--- src/rtl/core_hazard_sb.sv ---
// Shadow-scoreboard hazard and forwarding controller for the in-order core pipeline.
// Optional performance counters are enabled with the CORE_HAZ_PERF_EN macro.
module core_hazard_sb #(
   parameter int NSTG       = 3,
   parameter int RA_W       = 5,
   parameter int LD_FWD_STG = 2,
   parameter int SEL_W      = $clog2(NSTG+1)
) (
   input  logic              clk,
   input  logic              rst_n,
   input  logic              dec_val,
   input  logic [RA_W-1:0]   dec_rs1,
   input  logic [RA_W-1:0]   dec_rs2,
   input  logic              dec_rs1_use,
   input  logic              dec_rs2_use,
   input  logic [RA_W-1:0]   dec_rd,
   input  logic              dec_we,
   input  logic              dec_ld,
   input  logic              exe_brnch_tkn,
   input  logic              stall_i,
   input  logic              stall_d,
   output logic [NSTG:0]     haz_enb_bus,
   output logic [NSTG:0]     haz_kill_bus,
   output logic [SEL_W-1:0]  fwd_rs1_sel,
   output logic [SEL_W-1:0]  fwd_rs2_sel,
   output logic              haz_redirect
`ifdef CORE_HAZ_PERF_EN
   ,
   output logic [31:0]       perf_ld_stall,
   output logic [31:0]       perf_flush,
   output logic [31:0]       perf_dstall
`endif
);

   logic [NSTG-1:0] sb_vld;
   logic [NSTG-1:0] sb_we;
   logic [NSTG-1:0] sb_ld;
   logic [RA_W-1:0] sb_rd [NSTG];

   logic lu_rs1;
   logic lu_rs2;
   logic ld_use;
   logic ld_use_act;
   logic flush_act;

   // Scan oldest to youngest so the youngest matching entry is the last assignment.
   always_comb begin
      fwd_rs1_sel = '0;
      fwd_rs2_sel = '0;
      lu_rs1      = 1'b0;
      lu_rs2      = 1'b0;
      for (int j = NSTG-1; j >= 0; j--) begin
         if (sb_vld[j] && sb_we[j] && (sb_rd[j] == dec_rs1) && (dec_rs1 != '0) &&
             dec_rs1_use && dec_val) begin
            fwd_rs1_sel = SEL_W'(j+1);
            lu_rs1      = sb_ld[j] && (j < LD_FWD_STG);
         end
         if (sb_vld[j] && sb_we[j] && (sb_rd[j] == dec_rs2) && (dec_rs2 != '0) &&
             dec_rs2_use && dec_val) begin
            fwd_rs2_sel = SEL_W'(j+1);
            lu_rs2      = sb_ld[j] && (j < LD_FWD_STG);
         end
      end
   end

   assign ld_use = lu_rs1 | lu_rs2;

   // A memory stall freezes everything; a taken branch overrides any load-use hold.
   always_comb begin
      haz_enb_bus  = '1;
      haz_kill_bus = '0;
      haz_redirect = 1'b0;
      ld_use_act   = 1'b0;
      flush_act    = 1'b0;
      if (stall_d) begin
         haz_enb_bus = '0;
      end else if (exe_brnch_tkn) begin
         haz_kill_bus[1:0] = 2'b11;
         haz_redirect      = 1'b1;
         flush_act         = 1'b1;
      end else if (ld_use) begin
         haz_enb_bus[0]  = 1'b0;
         haz_kill_bus[1] = 1'b1;
         ld_use_act      = 1'b1;
      end else if (stall_i) begin
         haz_kill_bus[1] = 1'b1;
      end
   end

   always_ff @(posedge clk or negedge rst_n) begin
      if (!rst_n) begin
         sb_vld <= '0;
         sb_we  <= '0;
         sb_ld  <= '0;
      end else if (!stall_d) begin
         for (int j = NSTG-1; j >= 1; j--) begin
            sb_vld[j] <= sb_vld[j-1];
            sb_we[j]  <= sb_we[j-1];
            sb_ld[j]  <= sb_ld[j-1];
         end
         sb_vld[0] <= dec_val & ~haz_kill_bus[1];
         sb_we[0]  <= dec_we;
         sb_ld[0]  <= dec_ld;
      end
   end

   // Destination addresses are qualified by sb_vld, so they carry no reset.
   always_ff @(posedge clk) begin
      if (!stall_d) begin
         for (int j = NSTG-1; j >= 1; j--) begin
            sb_rd[j] <= sb_rd[j-1];
         end
         sb_rd[0] <= dec_rd;
      end
   end

`ifdef CORE_HAZ_PERF_EN
   function automatic logic [31:0] sat_inc(input logic [31:0] v);
      return (v == 32'hFFFF_FFFF) ? v : v + 32'd1;
   endfunction

   always_ff @(posedge clk or negedge rst_n) begin
      if (!rst_n) begin
         perf_ld_stall <= '0;
         perf_flush    <= '0;
         perf_dstall   <= '0;
      end else begin
         if (ld_use_act) perf_ld_stall <= sat_inc(perf_ld_stall);
         if (flush_act)  perf_flush    <= sat_inc(perf_flush);
         if (stall_d)    perf_dstall   <= sat_inc(perf_dstall);
      end
   end
`endif

endmodule

--- config.mk ---
export PLATFORM = sky130hd
export DESIGN_NAME = core_hazard_sb
export DESIGN_NICKNAME = d
export VERILOG_FILES = /design/src/rtl/core_hazard_sb.sv
export SDC_FILE = /design/constraint.sdc
export NUM_CORES = 1
export LEC_CHECK = 0
export ABC_AREA = 1
export BUFFER_PORTS_ARGS = -buffer_cell sky130_fd_sc_hd__buf_2
export CAP_MARGIN = 10
export CORE_ASPECT_RATIO = 1.1
export CORE_MARGIN = 2
export CORE_UTILIZATION = 57
export DETAILED_ROUTE_END_ITERATION = 16
export GPL_TIMING_DRIVEN = 0
export HOLD_SLACK_MARGIN = 0.15
export MAX_ROUTING_LAYER = met4
export PLACE_DENSITY = 0.84
export SETUP_SLACK_MARGIN = 0.4
export SLEW_MARGIN = 20
export SYNTH_ARGS = -nofsm -noshare
export SYNTH_HDL_FRONTEND = slang
export SYNTH_SLANG_ARGS = --single-unit
--- constraint.sdc ---
create_clock -name clk -period 3.9 [get_ports clk]
set_clock_uncertainty 0.05 [all_clocks]
set_input_delay 1.17 -clock clk [delete_from_list [all_inputs] [get_ports clk]]
set_output_delay 1.17 -clock clk [all_outputs]
set_load 0.005 [all_outputs]
# [After elaboration in Yosys (flattened, before gate mapping)]
# Memory sizes are Yosys's and may differ from the RTL's.
# Index checks and enable logic that the tools add are counted.
# Widths: inputs -> output; s select.
[totals] register_bits=8 mem_bits_rw=15 in_bits=25 output_inout_bits=13 wordCells=63 n_memories=1
[classes] n_eq_ne=6 n_mux=21 n_bitwise=3 reduce_logical=29
[mem_list] memory="sb_rd" depth=3 width=5 read_ports=3 rd_clocked_by_memory_dff=0 write_ports=3 line_no="38" source="logic [RA_W-1:0] sb_rd [NSTG];"
[ops] operator="$eq 5x5->1" count=6
[ops] operator="$logic_and 1x1->1" count=27
[ops] operator="$mux 2" count=7
[ops] operator="$mux 1" count=13
[ops] operator="$reduce_bool 5->1" count=2
[ops] operator="$mux 3" count=1
[ops] operator="$and 1x1->1" count=1
[ops] operator="$not 1->1" count=1
[ops] operator="$or 1x1->1" count=1

# [Longest topological paths before layout]
# Gate-level depths: netlist of the first run.
# An unclocked memory read counts as a cell.
[depth] depth_word=14 mapped_depth=13 ltp_nobuf=13

# [Worst setup path before layout of the first run]
# OpenSTA, ideal clock, no wires.
[synth_path] path_type="input to output" start="in stall_d" end="out haz_enb_bus[2]" t_arrival_ns=1.985 t_required_ns=2.680 setup_slack_ns=0.695 path_stages=2 n_path_buf=1 cell_sequence="clkinv_1 -> buf_4"
[synth_between] elab_chain_len=1
[synth_lines] element="start, declared" line_no="21" source="input logic stall_d,"
[synth_lines] element="$mux 3" line_no="75" source="if (stall_d) begin"
[synth_lines] element="end, declared" line_no="22" source="output logic [NSTG:0] haz_enb_bus,"
# No other way between the ends.

# [Final worst setup path of the first run]
[layout_path] start="in dec_rs2[1]" end="out haz_enb_bus[0]"
[layout_between] elab_chain_len=11 elab_cells_between_ends=17 cone_classes="eq/ne: 2; mux: 5; bitwise: 1; reduce/logical: 9"
[layout_lines] element="start, declared" line_no="13" source="input logic [RA_W-1:0] dec_rs2,"
[layout_lines] element="$eq 5x5->1" line_no="58" source="if (sb_vld[j] && sb_we[j] && (sb_rd[j] == dec_rs2) && (dec_rs2 != '0) &&"
[layout_lines] element="$logic_and 1x1->1 (3 in series)" line_no="58"
[layout_lines] element="$logic_and 1x1->1" line_no="59" source="dec_rs2_use && dec_val) begin"
[layout_lines] element="$mux 1" line_no="58"
[layout_lines] element="$mux 1 (*)" line_no="58"
[layout_lines] element="$or 1x1->1 (*)" line_no="66" source="assign ld_use = lu_rs1 | lu_rs2;"
[layout_lines] element="$mux 1 (*)" line_no="81" source="end else if (ld_use) begin"
[layout_lines] element="$mux 1 (*)" line_no="77" source="end else if (exe_brnch_tkn) begin"
[layout_lines] element="$mux 1 (*)" line_no="75"
# Every way passes the cells marked *; elsewhere a longest branch is shown, timed or not.

==> metrics.md, run 1 <==
| Metric | Value |
|---|---|
| Outcome | finished clean |
| Antenna Diode Count | 0 |
| Antenna viol nets, final | 0 |
| Grt ovf | 0 |
| HPWL Detailed | 2810 µm |
| Yosys Warn Count | 0 |
| Maximum level of the CTS H-tree | 1 |
| TritonCTS clock tree | yes |
| Worst Hold Class | reg -> reg |
| Dpl cells | 285 |
| Pwr/cell area | 266 nW/µm² |
| Int Power | 383 µW |
| RD Place Congestion | 0.948 |
| CP Class | in -> out |
| Die Area | 3160 µm² |
| CP max FO | 6 |
| Post-Layout Cell Count | 294 |
| Min Tclk post-route | 3.45 ns |
| Count leader, synth | nand2_1 |
| DR DRC count | 0 |
| TritonRoute pass-1 iters | 4 |
| Setup_tns | 0 ns |
| Area share of the largest cell type after synthesis | 29.0% |
| Synth cell count leaders | nand2_1 (84), nor2_1 (24), inv_1 (22) |
| Vias in the first global route | 1,360 |
| Post-Syn Area | 1550 µm² |
| Maxcap violations | 0 |
| Sw Ratio | 30.9% |
| Worst EP required | 2.68 ns |
| RSZ-0062 raised after global routing | yes |
| Clk_lat worst skew | 0.32 ns |
| CTS Root Cell | clkbuf_4 |
| Clock transition at path regs | 0.12 ns |
| Fin crit share | 88.4% |
| Area grow syn2layout | 34.1% |
| Crit. End Element | primary output |
| Logic pwr share | 24.8% |
| Core Area | 2540 µm² |
| I/O Buffers | 35 |
| Crit path launch type | primary input |
| Drt wl/cell | 13.4 µm |
| Pwr Total | 554 µW |
| FP Rows | 19 |
| First-pass GRT wire length | 5830 µm |
| Final nets | 289 |
| Clk pwr share | 20.3% |
| Ports | 38 |
| FF-to-FF path depth | 10 |
| Clk buf depth | 2 |
| Vias per cell | 5.27 |
| Leakage | 0.00104 µW |
| EDFF count, synth | 15 |
| Layout cell share with drive strength beyond 1 | 38.8% |
| Die height | 58.8 µm |
| CTS Buf Count | 3 |
| Crit path arrival time | 2.23 ns |
| Sw power | 171 µW |
| Initial DRC count | 60 |
| Synth Instances | 218 |
| Sequential power share | 54.9% |
| Setup-failing EPs final | 0 |
| #FFs+latches synth | 23 |
| Synth async-reset ratio | 34.8% |
| Largest cells by area after synthesis | edfxtp_1 (29%), nand2_1 (20%), dfrtp_1 (13%), nor2_1 (5.8%), inv_1 (5.3%) |
| DRT Wirelength | 3930 µm |
| Hold Crit Depth | 2 |
| Slowest cell on crit path | nor2_2 |
| Clk sinks | 23 |
| Sequential share of the synthesized area | 41.9% |
| # fillers | 183 |
| Die width | 53.8 µm |
| Syn Area/Cell | 7.13 µm² |
| Cell-by-cell trace of the critical path | buf_8 -> inv_8 -> nor2_4 -> nor2_1 -> nand2_1 -> nor2_2 -> nand2_2 -> nand2_2 -> nand2_2 -> nand2_2 -> nand2_1 -> a21oi_2 -> buf_2 |
| Hold Fails Final Rpt | 0 |
| Via count | 1,548 |
| Fmax | 290 MHz |
| Max stage delay on crit path | 0.12 ns |
| Initial antenna violation count | 0 |
| CTS Hold Bufs | 0 |
| Top cell by count, worst path | nand2_2 |
| Starting Density | 61.1% |
| Pin count of the biggest net entering global routing | 28 |
| Synth Flop Type | edfxtp_1 |
| Peak VDD IR | 0.000286 V |
| Synth cell types | 27 |
| Pins Over Slew Limit | 0 |
| GRT Util Overall | 26.2% |
| Synth area leader | edfxtp_1 |
[metal layers]
| layer | vias up | GRT usage (%) | wire (µm) |
|---|---|---|---|
| li1 | 772 | - | - |
| met2 | 63 | 40.2 | 1990 |
| met3 | 7 | 2.28 | 231 |
| met4 | 0 | 10.6 | 74 |
| met1 | 706 | 35.5 | 1640 |
| met5 | - | - | 0 |
[worst max-delay path, delay by kind of cell]
family / cells / cell delay (ns)
AO/OA/AOI/OAI: 1 / 0.11
AND/OR/NAND/NOR: 9 / 0.66
buffers and inverters: 3 / 0.29
[worst paths after layout]
| kind | from | endpoint | slack (ns) |
|---|---|---|---|
| worst max-delay path | dec_rs2[1] | haz_enb_bus[0] | 0.45 |
| worst min-delay path | sb_we[0]$_DFFE_PN0N_ | sb_we[0]$_DFFE_PN0N_ | 0.47 |
| worst max register to register | sb_rd[0][1]$_DFFE_PN_ | sb_vld[0]$_DFFE_PN0N_ | 2.26 |
| worst min register to register | sb_we[0]$_DFFE_PN0N_ | sb_we[0]$_DFFE_PN0N_ | 0.47 |
| max in group asynchronous | rst_n | sb_we[0]$_DFFE_PN0N_ | 3.03 |
| min in group asynchronous | rst_n | sb_ld[0]$_DFFE_PN0N_ | 0.61 |
[timing repair]
action,CTS,global route
resized for setup,6,69
hold endpoints to repair,0,0
setup buffers,1,4
pin swaps,5,30
endpoints found under the setup margin,5,6
cloned,0,0
[registers in the layout (all words and copies together) (netlist names)]
register  flops
sb_ld         2
sb_we         3
sb_rd        15
sb_vld        3
[stage by stage]
stage / cell area, µm² / worst slack, ns / hold WS, ns / utilization [%]
2_1_floorplan: 1560 / 0.695 / 0.413 / -
3_3_place_gp: 1770 / 0.272 / 0.426 / 69.7
3_5_place_dp: 1770 / 0.207 / 0.438 / 69.7
4_1_cts: 1820 / 0.414 / 0.469 / 71.7
5_1_grt: 2080 / 0.327 / 0.501 / 81.9
6_report: 2080 / 0.453 / 0.466 / 81.9
[power by group through the flow]
stage	sequential (µW)	clock [µW]	combinational, µW
finish	304	112	138
global route	307	125	151
CTS	301	114	110
detailed placement	306	0	106
global placement	306	0	103
floorplan	301	0	68.8
[final cells by class]
cell class,count,area (µm²),share of cell area [%]
flip-flops and latches,23,651,31.2
inverters,30,126,6.07
well taps,31,38.8,1.86
clock buffers,4,26.3,1.26
multi-input cells,160,926,44.4
plain buffers,6,41.3,1.98
repair buffers,40,274,13.2
[placed cells by master, fill, tap and decap left out, drive strengths merged, types with 2 or more instances in the layout]
cell type and instances:
nand3 9, inv 29, clkbuf 6, dfrtp 8, o21ai 6, edfxtp 15, xnor2 8, nor4 2
nand2 85, nand4 6, xor2 4, a21oi 3, nor2 26, buf 44, nor3 4, conb 2
[kinds of logic after synthesis]
group | Yosys count | share of synthesized area, %
flops | 23 | 41.9
mux | 1 | 0.644
compound gates | 13 | 5.23
simple gates | 132 | 35.3
buf+inv | 36 | 9.90
xor+xnor | 12 | 6.76
other cells | 1 | 0.241
No activity file was read; power rests on OpenSTA's default activity.
==> run 2: changes to the inputs <==
--- a/config.mk
+++ b/config.mk
@@ -8,14 +8,16 @@
 export ABC_AREA = 1
 export BUFFER_PORTS_ARGS = -buffer_cell sky130_fd_sc_hd__buf_2
 export CAP_MARGIN = 10
+export CELL_PAD_IN_SITES_DETAIL_PLACEMENT = 1
+export CELL_PAD_IN_SITES_GLOBAL_PLACEMENT = 1
 export CORE_ASPECT_RATIO = 1.1
 export CORE_MARGIN = 2
-export CORE_UTILIZATION = 57
+export CORE_UTILIZATION = 40
 export DETAILED_ROUTE_END_ITERATION = 16
 export GPL_TIMING_DRIVEN = 0
 export HOLD_SLACK_MARGIN = 0.15
 export MAX_ROUTING_LAYER = met4
-export PLACE_DENSITY = 0.84
+export PLACE_DENSITY_LB_ADDON = 0.1
 export SETUP_SLACK_MARGIN = 0.4
 export SLEW_MARGIN = 20
 export SYNTH_ARGS = -nofsm -noshare
==> constraint.sdc (replaced) <==
create_clock -name clk -period 4.4 [get_ports clk]
set_clock_uncertainty 0.05 [all_clocks]
set_input_delay 1.32 -clock clk [delete_from_list [all_inputs] [get_ports clk]]
set_output_delay 1.32 -clock clk [all_outputs]
set_load 0.005 [all_outputs]
==> run 2 against run 1 <==
  * Via count is 3.7% lower
  * Critical path type unchanged
  * Flip-flop and latch count unchanged
  * Total power fell by 8.6%
  * Die area up 39%
  * Largest cell class unchanged
  * First-iteration DRC count up 8.3%
  * Largest power group unchanged
  * Clock-buffer cell count fell by 1
  * Non-clock buffer count down 4
  * Hold slack got worse by 0.0070 ns
  * Combinational power is 30% lower
  * Critical endpoint is now haz_kill_bus[1]
==> metrics.md, run 2 (same netlist as run 1, synthesis figures left out) <==
| Metric | Value |
|---|---|
| Outcome | finished clean |
| DRT Wirelength | 4050 µm (+3.0%) |
| Leakage | 0.000966 µW (-6.8%) |
| Fin util | 50.7% (-31 points) |
| Antenna Diode Count | 0 (unchanged) |
| Peak VDD IR | 0.000192 V (-33%) |
| Die width | 63.4 µm (+18%) |
| Setup ws final | 0.558 ns (+0.105 ns) |
| Fin crit share | 87.3% |
| RSZ-0062 raised after global routing | no |
| Die height | 69.4 µm (+18%) |
| CP Class | in -> out |
| RD Place Congestion | 0.908 (-4.3%) |
| Commonest cells after routing, fill and taps aside | nand2_1 (84), buf_2 (34), inv_1 (21), nor2_1 (21), edfxtp_1 (15) |
| Setup crit end | haz_kill_bus[1] |
| Vias in the first global route | 1,487 (+9.3%) |
| Crit path launch type | primary input |
| Most flop-heavy register | sb_rd |
| FF-to-FF End | sb_vld[0]$_DFFE_PN0N_ |
| Vias per cell | 4.83 (-8.4%) |
| Via count | 1,491 (-3.7%) |
| Fmax | 260 MHz |
| CTS Root Cell | clkbuf_8 |
| Drt wl/cell | 13.1 µm (-2.0%) |
| Final nets | 285 (-1.4%) |
| Layout cell share with drive strength beyond 1 | 25.1% (-14 points) |
| Clk_lat worst skew | 0.28 ns (-0.04 ns) |
| I/O Buffers | 35 (unchanged) |
| HPWL Detailed | 3280 µm (+17%) |
| DR DRC count | 0 (unchanged) |
| Max reg flops | 15 (unchanged) |
| Pwr/cell area | 271 nW/µm² (+2.0%) |
| Maximum level of the CTS H-tree | 1 (unchanged) |
| Crit. End Element | primary output |
| Antenna viol nets, final | 0 (unchanged) |
| Grt ovf | 0 (unchanged) |
| Hold Fails Final Rpt | 0 (unchanged) |
| Pin count of the biggest net entering global routing | 28 (unchanged) |
| Crit path launch | dec_rs2[0] |
| Clk buf depth | 2 (unchanged) |
| Maxcap violations | 0 (unchanged) |
| Pwr Total | 507 µW (-8.6%) |
| Ports | 38 (unchanged) |
| Initial antenna violation count | 0 (unchanged) |
| Clk sinks | 23 (unchanged) |
| Worst EP required | 3.03 ns (+0.35 ns) |
| # fillers | 525 (+190%) |
| CTS Hold Bufs | 0 (unchanged) |
| TritonCTS clock tree | yes |
| Area grow syn2layout | 20.1% |
| Setup slack, reg-to-reg | 2.72 ns (+0.46 ns) |
| Die Area | 4400 µm² (+39%) |
| Commonest non-fill, non-tap cell in the layout | nand2_1 |
| Clock transition at path regs | 0.09 ns (-0.03 ns) |
| Pins Over Slew Limit | 0 (unchanged) |
| FF-to-FF path depth | 10 (unchanged) |
| Initial DRC count | 65 (+8.3%) |
| Reg area | 651 µm² (unchanged) |
| GRT Util Overall | 20.6% (-5.5 points) |
| CTS Buf Count | 3 (unchanged) |
| TritonRoute pass-1 iters | 4 (unchanged) |
| Min Tclk post-route | 3.84 ns |
| Setup-failing EPs final | 0 (unchanged) |
| Worst Hold Class | reg -> reg |
| CP max FO | 4 (-2) |
| Pre-CTS WS | 0.400 ns (+0.193 ns) |
| Multi-input gate area in the final layout | 766 µm² (-17%) |
| Core Area | 3680 µm² (+45%) |
| First-pass GRT wire length | 6820 µm (+17%) |
| Worst r2r src | sb_rd[0][0]$_DFFE_PN_ |
| Starting Density | 42.2% (-19 points) |
| Crit path arrival time | 2.47 ns (+0.24 ns) |
| Biggest regs | sb_rd x15, sb_vld x3, sb_we x3 |
| FP Rows | 23 (+4) |
| Setup_tns | 0 ns (unchanged) |
==> run 2: cell count changes in the layout (fill, tap and decap cells not counted), moves of 3 or more <==
cell      previous run  this run
inv_1               18        21
nor2_1              13        21
nand2_2             13         1
nand2_1             70        84
xnor2_2              3         0
buf_6                5         0
nor2_2               9         5
clkbuf_4             4         1
buf_2               24        34
clkbuf_8             0         3
nor2_4               4         0
buf_4               13         6
xnor2_1              4         8
==> run 2: worst min-delay path by stage <==
stage	start	end	slack, ns	cells after the start
global route	sb_ld[1]$_DFFE_PN0N_	sb_ld[1]$_DFFE_PN0N_	0.51	2
CTS	sb_ld[1]$_DFFE_PN0N_	sb_ld[1]$_DFFE_PN0N_	0.46	2
global placement	sb_ld[1]$_DFFE_PN0N_	sb_ld[1]$_DFFE_PN0N_	0.44	2
floorplan	sb_we[0]$_DFFE_PN0N_	sb_we[1]$_DFFE_PN0N_	0.41	2
detailed placement	sb_ld[1]$_DFFE_PN0N_	sb_ld[1]$_DFFE_PN0N_	0.44	2
finish	sb_we[0]$_DFFE_PN0N_	sb_we[1]$_DFFE_PN0N_	0.46	2
==> run 2: power by group <==
group | total, µW | internal, µW | switching, µW | leakage (µW)
combinational | 97.2 | 39.1 | 58.1 | 0.000692
sequential | 267 | 250 | 17.0 | 0.000248
clock | 142 | 64.8 | 77.1 | 0.0000260
==> run 2: final cells by class <==
class / instances / area share [%]
Clock buffer: 3 / 2.21
Inverter: 30 / 6.10
Sequential cell: 23 / 34.9
Multi-Input combinational cell: 160 / 41.0
Tap cell: 50 / 3.35
Clock inverter: 1 / 0.335
Buffer: 6 / 2.21
Timing Repair Buffer: 36 / 9.92
==> run 2: worst max-delay path, stage by stage <==
cell and delay, ns:
clkbuf_4 0.14, xnor2_1 0.23, nand2_1 0.08, nor2_1 0.11
nand2_1 0.08, nand2_1 0.07, nand2_1 0.07, nand2_2 0.07
nand3_2 0.07, nand2_1 0.06, inv_1 0.04, buf_2 0.12
==> run 2: routing by layer <==
metal	global-route usage [%]	part of all wire (%)
met1	27.2	47
met2	32.5	48
met3	2.11	3.0
met4	8.21	1.6
met5	-	0
==> run 2: what timing repair did <==
action / in CTS / in global routing
buffers inserted: 0 / 1
gates resized for setup: 1 / 6
pin swaps: 0 / 4
gates cloned: 0 / 0
setup endpoints to repair: 2 / 3
==> run 2: per-stage QoR <==
stage,cell area [µm²],hold slack [ns],cells
2_1_floorplan,1560,0.413,219
3_3_place_gp,1800,0.439,304
3_5_place_dp,1800,0.440,304
4_1_cts,1840,0.464,308
5_1_grt,1870,0.505,309
6_report,1870,0.459,309
==> run 3: changes to the inputs <==
--- a/config.mk
+++ b/config.mk
@@ -18,6 +18,7 @@
 export HOLD_SLACK_MARGIN = 0.15
 export MAX_ROUTING_LAYER = met4
 export PLACE_DENSITY_LB_ADDON = 0.1
+export REMOVE_ABC_BUFFERS = 1
 export SETUP_SLACK_MARGIN = 0.4
 export SLEW_MARGIN = 20
 export SYNTH_ARGS = -nofsm -noshare
==> run 3 against run 2 <==
  * Utilization decreased by 1.1 points
  * Die area unchanged
  * Sequential share of layout area up 0.79 points
  * Worst setup slack better by 0.0081 ns
  * Via count decreased by 3.0%
  * Register-to-register slack better by 0.17 ns
  * Routed wire length decreased by 1.1%
  * First-iteration DRC count is 23% lower
==> metrics.md, run 3 (same netlist as run 1, synthesis figures left out) <==
| Metric | Value |
|---|---|
| Layout cell share with drive strength beyond 1 | 23.8% (-1.3 points) |
| Die width | 63.4 µm (unchanged) |
| Vias per cell | 4.79 (-0.70%) |
| Worst EP required | 3.03 ns (about the same) |
| CTS Root Cell | clkbuf_8 |
| GR Layer Usage met3 | 2.27% (+0.16 points) |
| Clk buf depth | 2 (unchanged) |
| Clock transition at path regs | 0.08 ns (about the same) |
| Crit path arrival time | 2.46 ns (about the same) |
| Met1 Usage GRT | 26.7% (-0.47 points) |
| HPWL Detailed | 3230 µm (-1.5%) |
| TritonRoute pass-1 iters | 4 (unchanged) |
| Via count | 1,447 (-3.0%) |
| Initial DRC count | 50 (-23%) |
| Most flop-heavy register | sb_rd |
| Pin count of the biggest net entering global routing | 28 (unchanged) |
| DR DRC count | 0 (unchanged) |
| Outcome | finished clean |
| CTS Buf Count | 3 (unchanged) |
| Maxcap violations | 0 (unchanged) |
| Peak VDD IR | 0.000230 V (+20%) |
| Setup-failing EPs final | 0 (unchanged) |
| Crit. End Element | primary output |
| Clk sinks | 23 (unchanged) |
| Die height | 69.4 µm (unchanged) |
| Starting Density | 42.2% (unchanged) |
| Ports | 38 (unchanged) |
| I/O Buffers | 35 (unchanged) |
| Vias in the first global route | 1,522 (+2.4%) |
| Grt ovf | 0 (unchanged) |
| Die Area | 4400 µm² (unchanged) |
| Clk_lat worst skew | 0.27 ns (about the same) |
| Biggest regs | sb_rd x15, sb_vld x3, sb_we x3 |
| Grt peak-use layer | met2 |
| GRT Util Overall | 20.5% (-0.085 points) |
| Max reg flops | 15 (unchanged) |
| Leakage | 0.000941 µW (-2.5%) |
| First-pass GRT wire length | 6930 µm (+1.7%) |
| Fin util | 49.6% (-1.1 points) |
| Commonest non-fill, non-tap cell in the layout | nand2_1 |
| Fin crit share | 87.1% (-0.18 points) |
| CP max FO | 4 (unchanged) |
| Pins Over Slew Limit | 0 (unchanged) |
| Hold Fails Final Rpt | 0 (unchanged) |
| Setup_tns | 0 ns (unchanged) |
| RD Place Congestion | 0.889 (-2.0%) |
| Initial antenna violation count | 0 (unchanged) |
| Area grow syn2layout | 17.5% |
| Final nets | 278 (-2.5%) |
| Post-Layout Cell Count | 302 (-2.3%) |
| Pwr/cell area | 274 nW/µm² (+0.87%) |
| FP Rows | 23 (unchanged) |
| Met2 Usage GRT | 32.9% (+0.35 points) |
| RSZ-0062 raised after global routing | no |
| Core Area | 3680 µm² (unchanged) |
| Drt wl/cell | 13.3 µm (+1.2%) |
| Setup bufs post-CTS | 0 (unchanged) |
| Dpl cells | 298 (-2.0%) |
| Worst Hold Class | reg -> reg |
| CP Class | in -> out |
| Antenna Diode Count | 0 (unchanged) |
| Antenna viol nets, final | 0 (unchanged) |
| Min Tclk post-route | 3.83 ns (-0.00809 ns) |
| Fmax | 261 MHz (+0.21%) |
| Crit path launch type | primary input |
| TritonCTS clock tree | yes |
| Maximum level of the CTS H-tree | 1 (unchanged) |
| DRT Wirelength | 4000 µm (-1.1%) |
| Commonest cells after routing, fill and taps aside | nand2_1 (84), buf_2 (35), inv_1 (22), nor2_1 (19), edfxtp_1 (15) |
## run 3: cell count changes in the layout (fill, tap and decap cells not counted), moves of 2 or more
| cell | previous run | this run |
|---|---|---|
| buf_4 | 6 | 0 |
| inv_2 | 8 | 6 |
| nor2_2 | 5 | 7 |
| nor2_1 | 21 | 19 |
## run 3: critical path, stage by stage
cell and delay (ns):
buf_2 0.14, inv_1 0.09, nand2_1 0.06, o21ai_0 0.10
nor3_1 0.28, nand3_1 0.17, o21ai_0 0.17, buf_2 0.13
## run 3: where the power goes
| part | internal, µW | switching, µW |
|---|---|---|
| registers | 250 | 18.0 |
| logic | 36.3 | 58.0 |
| clock network | 64.6 | 72.3 |
| total | 351 | 148 |
## run 3: worst paths after layout
kind | from | end | slack (ns) | cells past startpoint
worst max-delay path | dec_rs2[0] | fwd_rs2_sel[0] | 0.57 | 8
worst min-delay path | sb_we[1]$_DFFE_PN0N_ | sb_we[2]$_DFFE_PN0N_ | 0.47 | 2
worst max register to register | sb_rd[0][0]$_DFFE_PN_ | sb_vld[0]$_DFFE_PN0N_ | 2.89 | 9
worst min register to register | sb_we[1]$_DFFE_PN0N_ | sb_we[2]$_DFFE_PN0N_ | 0.47 | 2
max in group asynchronous | rst_n | sb_we[2]$_DFFE_PN0N_ | 3.31 | 1
min in group asynchronous | rst_n | sb_we[0]$_DFFE_PN0N_ | 0.83 | 1
## run 3: metrics by stage
stage	setup WS, ns	hold WS [ns]	power (µW)	area (µm²)
6_report	0.566	0.468	500	1830
5_1_grt	0.380	0.486	528	1830
4_1_cts	0.509	0.470	504	1800
3_5_place_dp	0.313	0.448	365	1750
3_3_place_gp	0.329	0.437	363	1750
2_1_floorplan	0.920	0.413	323	1520
## run 3: layout make-up
type                       count  area, µm²
fill                         512       1860
multi-input combinational    160        773
sequential                    23        651
timing repair buffer          35        175
inverter                      30        116
tap                           50       62.6
clock buffer                   3       41.3
clock inverter                 1       6.26
## run 3: repair_timing
| item | 4_1_cts | 5_1_grt |
|---|---|---|
| hold buffers | 0 | 0 |
| pin swaps | 0 | 0 |
| endpoints found under the setup margin | 4 | 3 |
| resized for setup | 1 | 7 |
## run 3: layer usage
layer | vias up | routed length [µm]
li1 | 748 | -
met2 | 33 | 1880
met5 | - | 0
met4 | 0 | 86
met1 | 658 | 1920
met3 | 8 | 121
